[src/rtl/tmds_rx_channel.sv]
// Single-lane TMDS receive decoder. Finds the 10-bit symbol boundary by
// looking for runs of control tokens, asks the deserializer to bit-slip
// until it finds one, then decodes each symbol into video data or control.
module tmds_rx_channel #(
    parameter int LOCK_RUN      = 16,
    parameter int SEARCH_WINDOW = 4096,
    parameter int SLIP_WAIT     = 16
) (
    input  logic       clk_pixel,
    input  logic       sys_resetn,
    input  logic [9:0] tmds_sym,
    output logic       bitslip,
    output logic       locked,
    output logic       de,
    output logic [1:0] ctrl,
    output logic [7:0] data
);

    localparam int RUN_W  = $clog2(LOCK_RUN + 1);
    localparam int WIN_W  = (SEARCH_WINDOW > 1) ? $clog2(SEARCH_WINDOW) : 1;
    localparam int SLIP_W = (SLIP_WAIT > 1) ? $clog2(SLIP_WAIT) : 1;

    localparam logic [RUN_W-1:0]  RUN_SAT   = RUN_W'(LOCK_RUN);
    localparam logic [RUN_W-1:0]  RUN_LAST  = RUN_W'(LOCK_RUN - 1);
    localparam logic [WIN_W-1:0]  WIN_LAST  = WIN_W'(SEARCH_WINDOW - 1);
    localparam logic [SLIP_W-1:0] SLIP_LAST = SLIP_W'(SLIP_WAIT - 1);

    typedef enum logic [1:0] {
        ST_SEARCH    = 2'd0,
        ST_SLIP_WAIT = 2'd1,
        ST_LOCKED    = 2'd2
    } state_t;

    state_t              state;
    logic [9:0]          s1;
    logic [RUN_W-1:0]    run_cnt;
    logic [RUN_W-1:0]    run_next;
    logic [WIN_W-1:0]    win_cnt;
    logic [SLIP_W-1:0]   slip_cnt;
    logic                is_ctrl;
    logic [1:0]          tok_ctrl;
    logic [7:0]          b;
    logic [7:0]          vid;
    logic                qualify;
    logic                win_last;

    // Stage 1: capture the raw deserializer word.
    always_ff @(posedge clk_pixel) begin
        // NOTE: registers use <= so every flop samples pre-edge values; a
        // blocking = here would let downstream blocks see the new value early.
        if (!sys_resetn) begin
            s1 <= '0;
        end else begin
            s1 <= tmds_sym;
        end
    end

    // Classify s1 as one of the four control tokens or as video.
    always_comb begin
        // NOTE: every output of a combinational block gets a default first so
        // no path leaves it unassigned and infers a latch.
        is_ctrl  = 1'b0;
        tok_ctrl = 2'b00;
        case (s1)
            10'h354: begin is_ctrl = 1'b1; tok_ctrl = 2'b00; end
            10'h0AB: begin is_ctrl = 1'b1; tok_ctrl = 2'b01; end
            10'h154: begin is_ctrl = 1'b1; tok_ctrl = 2'b10; end
            10'h2AB: begin is_ctrl = 1'b1; tok_ctrl = 2'b11; end
            default: begin is_ctrl = 1'b0; tok_ctrl = 2'b00; end
        endcase
    end

    // Undo the optional inversion, then the XOR/XNOR transition chain.
    always_comb begin
        b      = s1[9] ? ~s1[7:0] : s1[7:0];
        vid    = '0;
        vid[0] = b[0];
        for (int i = 1; i < 8; i++) begin
            vid[i] = s1[8] ? (b[i] ^ b[i-1]) : ~(b[i] ^ b[i-1]);
        end
    end

    // Run/window bookkeeping shared by the state machine.
    always_comb begin
        if (!is_ctrl) begin
            run_next = '0;
        end else if (run_cnt == RUN_SAT) begin
            run_next = run_cnt;
        end else begin
            run_next = run_cnt + RUN_W'(1);
        end
        // The LOCK_RUN-th token is in s1 while the counter still reads
        // LOCK_RUN-1, so the run qualifies on that same edge.
        qualify  = is_ctrl && (run_cnt >= RUN_LAST) && (state != ST_SLIP_WAIT);
        win_last = (win_cnt == WIN_LAST);
    end

    // Alignment state machine: search, slip-and-settle, locked tracking.
    always_ff @(posedge clk_pixel) begin
        if (!sys_resetn) begin
            state    <= ST_SEARCH;
            run_cnt  <= '0;
            win_cnt  <= '0;
            slip_cnt <= '0;
            bitslip  <= 1'b0;
            locked   <= 1'b0;
        end else begin
            bitslip <= 1'b0;
            case (state)
                ST_SEARCH: begin
                    run_cnt <= run_next;
                    if (qualify) begin
                        state   <= ST_LOCKED;
                        locked  <= 1'b1;
                        win_cnt <= '0;
                    end else if (win_last) begin
                        state    <= ST_SLIP_WAIT;
                        bitslip  <= 1'b1;
                        win_cnt  <= '0;
                        slip_cnt <= '0;
                    end else begin
                        win_cnt <= win_cnt + WIN_W'(1);
                    end
                end
                ST_LOCKED: begin
                    run_cnt <= run_next;
                    if (qualify) begin
                        win_cnt <= '0;
                    end else if (win_last) begin
                        state    <= ST_SLIP_WAIT;
                        locked   <= 1'b0;
                        bitslip  <= 1'b1;
                        win_cnt  <= '0;
                        slip_cnt <= '0;
                    end else begin
                        win_cnt <= win_cnt + WIN_W'(1);
                    end
                end
                ST_SLIP_WAIT: begin
                    // Symbols are meaningless while the deserializer settles.
                    run_cnt <= '0;
                    win_cnt <= '0;
                    if (slip_cnt == SLIP_LAST) begin
                        state    <= ST_SEARCH;
                        slip_cnt <= '0;
                    end else begin
                        slip_cnt <= slip_cnt + SLIP_W'(1);
                    end
                end
                default: begin
                    state   <= ST_SEARCH;
                    run_cnt <= '0;
                    win_cnt <= '0;
                    locked  <= 1'b0;
                end
            endcase
        end
    end

    // Stage 2: registered outputs, gated off while not locked.
    always_ff @(posedge clk_pixel) begin
        if (!sys_resetn || !locked) begin
            de   <= 1'b0;
            ctrl <= 2'b00;
            data <= 8'h00;
        end else if (is_ctrl) begin
            de   <= 1'b0;
            ctrl <= tok_ctrl;
            data <= 8'h00;
        end else begin
            de   <= 1'b1;
            data <= vid;
        end
    end

endmodule

[config.mk]
export PLATFORM = sky130hd
export DESIGN_NAME = tmds_rx_channel
export DESIGN_NICKNAME = d
export VERILOG_FILES = /design/src/rtl/tmds_rx_channel.sv
export SDC_FILE = /design/constraint.sdc
export NUM_CORES = 1
export LEC_CHECK = 0
export BUFFER_PORTS_ARGS = -buffer_cell sky130_fd_sc_hd__buf_2
export CORE_MARGIN = 4
export CORE_UTILIZATION = 35
export DETAILED_ROUTE_END_ITERATION = 10
export PLACE_DENSITY = 0.52
export REMOVE_ABC_BUFFERS = 1
export SYNTH_ARGS = -nofsm -noshare
export SYNTH_HDL_FRONTEND = slang
export SYNTH_SLANG_ARGS = --single-unit
export TNS_END_PERCENT = 1
[constraint.sdc]
create_clock -name clk_pixel -period 1.88 [get_ports clk_pixel]
set_input_delay 0 -clock clk_pixel [delete_from_list [all_inputs] [get_ports clk_pixel]]
set_output_delay 0 -clock clk_pixel [all_outputs]
set_load 0.02 [all_outputs]
==> summary.md <==
| Metric | Value |
|---|---|
| Worst Hold Slack | `0.08641 ns` |
| Wire length per cell after detailed routing | `11.10 µm` |
| Most used flip-flop cell after synthesis | `dfxtp_1` |
| Crit path max-delay cell type | `dfxtp_2` |
| Count of fill cells added during filler insertion | `526` |
| Initial core utilization | `0.3702` |
| Clock Tree Buf Depth | `2` |
| DRT Wirelength | `3453 µm` |
| Share of layout cells above drive strength 1 | `0.2407` |
| Reported leakage power | `0.9623 nW` |
| Root cell of the clock tree | `clkbuf_8` |
| Crit path DAT | `1.99 ns` |
| Warning count from the yosys run | `0` |
| CTS tree | `built` |
| Count of different cell masters after synthesis | `37` |
| Overall power | `1.784 mW` |
| Area grow syn2layout | `24.03%` |
| Endpoint kind of the worst setup timing path | `register` |
| Number of vias in the routed layout | `1370` |
| FFs w/ async S/R, synth | `0` |
| Count of flip-flops with a built-in enable after synthesis | `0` |
| Wire length of the first global-routing pass | `6065 µm` |
| Remaining DRCs | `0` |
| Number of antenna diodes | `0` |
| Number of port buffers | `24` |
| Most frequent cell after synthesis | `dfxtp_1` |
| Overall routing resource usage | `0.1157` |
| Max transition margin | `0.6450` |
| Mapped cell area | `1927 µm²` |
| Fin Clk Skew | `0.006051 ns` |
| Top cell type by total area after synthesis | `dfxtp_1` |
| Met1 usage in global routing | `0.1543` |
| Die Height | `82.20 µm` |
| Total negative slack | `0 ns` |
| Horiz. Die Dim | `82.20 µm` |
| Maximum clock frequency | `0.5533 GHz` |
| Type of the tightest min-delay check | `in -> reg` |
| Area of the multi-input gates | `964.7 µm²` |
| Drt first pass iters | `4` |
| Nets@finish | `257` |
| Most frequent cell on the critical path | `ha_2` |
| Dominant cells by area after synthesis | `dfxtp_1 48%, xnor2_1 8.6%, nor2_1 6.2%` |
| Maximum fanout encountered on the critical timing path | `3` |
| DIE AREA | `6756 µm²` |
| Num CTS Buffers | `5` |
| Met2 usage in global routing | `0.1787` |
| Final hold violation count | `0` |
| Total area of sequential cells | `922.1 µm²` |
| Total of max-cap violations | `0` |
| Most numerous cell types in the synthesized netlist | `46 x dfxtp_1, 32 x nor2_1, 19 x xnor2_1` |
| Area of all placed cells without fillers | `2390 µm²` |
| Post-route clock period utilization | `0.9614` |
| Status | `finished, final reports clean` |
| Clock slew at reported path FFs | `0.08 ns` |
| Portion of the post-synthesis area used by sequential elements | `0.4779` |
| H-tree depth | `2` |
| Number of synthesized register bits | `46` |
| M3 GR Usage | `0.03254` |
| RSZ-0062 raised after global routing | `no` |
| Transition time at the pin with the least slew margin | `0.5269 ns` |
| Number of cells in the design after placement | `290` |
| Number of DRC violations after detailed-routing iteration 0 | `46` |
| Area share of the largest cell type after synthesis | `0.4779` |
| Clock period minus worst slack | `1.807 ns` |
| Vias per cell | `4.405` |
| Standard cell core area | `5205 µm²` |
| Area after DPL | `2167 µm²` |
| Family with the most delay on the worst path | `compound AO/OA/AOI/OAI gates` |
| Antenna violations before repair | `0` |
| Final setup vio count | `0` |
| Pin count of the biggest net entering global routing | `18` |
| Post-synthesis instance total | `192` |
| Via count of the first global-routing pass | `1299` |
| Number of max-slew violations in the final report | `0` |
| Busiest layer in global routing | `met2` |
| Worst setup path category | `reg -> reg` |
| Clock latency on the worst-skew pair | `0.29 ns` |
| Top-Level Pins | `25` |
| Total congestion overflow after global routing | `0` |
| Clock net sink count | `46` |
| Half-perimeter wire length after detailed placement | `2471 µm` |
| Weighted congestion reported at the end of routability-driven placement | `0.7172` |
| Synthesized area per cell | `10.04 µm²` |
| Power per unit of standard cell area | `746.7 nW/µm²` |
| Worst path buffer plus inverter count | `1` |
| Post-detailed-route count of antenna-violating nets | `0` |
| Delay of the slowest critical-path stage | `0.33 ns` |
| Count of standard-cell rows | `26` |
| Worst voltage drop across the vdd grid | `0.0003150 V` |
| Critical Path RT | `2.07 ns` |
| Post-route insts no fill | `311` |
| Critical Path, Cell by Cell | `ha_2, and3_1, ha_2, o32ai_4, buf_6, nand2b_4, a221o_1` |
| Startpoint types | `register` |
==> kinds of logic after synthesis <==
group	count (synthesis)	share of synthesized area
and+or+nand+nor	87	0.2714
DFF	46	0.4779
xor gates and xnor gates	26	0.1182
muxes	3	0.01559
adders and majority gates	5	0.03247
buffers and inverters	10	0.02402
AOI/OAI and AO/OA	15	0.06039
==> metal layers <==
metal | vias to the layer above | routed length [µm]
li1 | 734 | -
met1 | 611 | 1729
met2 | 18 | 1528
met3 | 7 | 131
met4 | 0 | 63
met5 | - | 0
==> repair_timing <==
action	in CTS	in global routing
resized for setup	0	4
buffers inserted	0	3
hold endpoints to repair	10	0
hold buffers	10	0
endpoints found under the setup margin	0	14
==> metrics by stage <==
step           worst slack, ns    util
2_1_floorplan          0.04327       -
3_3_place_gp           0.07452  0.4163
3_5_place_dp           0.02873  0.4163
4_1_cts               0.007129  0.4529
5_1_grt               0.003160  0.4591
6_report               0.07265  0.4591
==> cell type report <==
class                           instances  area share
Clock buffer                            5     0.02880
Clock inverter                          3    0.008901
Inverter                                7     0.01099
Multi-Input combinational cell        136      0.4037
Sequential cell                        46      0.3859
Tap cell                               70     0.03665
Timing Repair Buffer                   44      0.1251
==> report_power, final <==
| part | internal (mW) | switching (mW) | leakage (nW) |
|---|---|---|---|
| Clock | 0.261 | 0.329 | 0.0441 |
| Combinational | 0.0844 | 0.0769 | 0.543 |
| Sequential | 1.01 | 0.0271 | 0.375 |
==> cell usage in the layout (no fill, tap or decap), types with 2 or more instances in the layout <==
cell type	count
mux2i_1	3
nand2_1	13
ha_2	2
nor2b_1	4
nand3_1	6
nand2b_4	2
inv_1	7
dlygate4sd3_1	10
and3_1	2
nor2_1	32
dfxtp_1	45
nor3_1	2
and2_1	10
a211oi_1	2
ha_1	3
buf_4	9
xor2_1	7
nand4_1	3
a21oi_1	5
buf_2	24
and4_2	2
clkbuf_8	5
xnor2_1	19
o21ai_0	4
==> worst paths after layout <==
check / to / depth (start not counted) / from / slack [ns]
min: slip_cnt[2]$_SDFFE_PN0P_ / 3 / sys_resetn / 0.09
max reg2reg: locked$_SDFFE_PN0P_ / 7 / run_cnt[0]$_SDFFE_PN0P_ / 0.07
max: locked$_SDFFE_PN0P_ / 7 / run_cnt[0]$_SDFFE_PN0P_ / 0.07
min reg2reg: ctrl[0]$_SDFFE_PP0P_ / 2 / ctrl[0]$_SDFFE_PP0P_ / 0.52
==> worst register-to-register path: cells and delay by family (launching register included) <==
kind / cells / cell delay (ns)
buffers and inverters: 1 / 0.15
DFF: 1 / 0.33
adders and majority gates: 2 / 0.37
AOI/OAI and AO/OA: 2 / 0.63
and+or+nand+nor: 2 / 0.23
==> flip-flops by register name, summed over array words and instances (netlist names) <==
signal	count
data	8
locked	1
bitslip	1
slip_cnt	4
state	2
run_cnt	5
s1	10
win_cnt	12
ctrl	2
de	1
No activity file was read; power rests on OpenSTA's default activity.
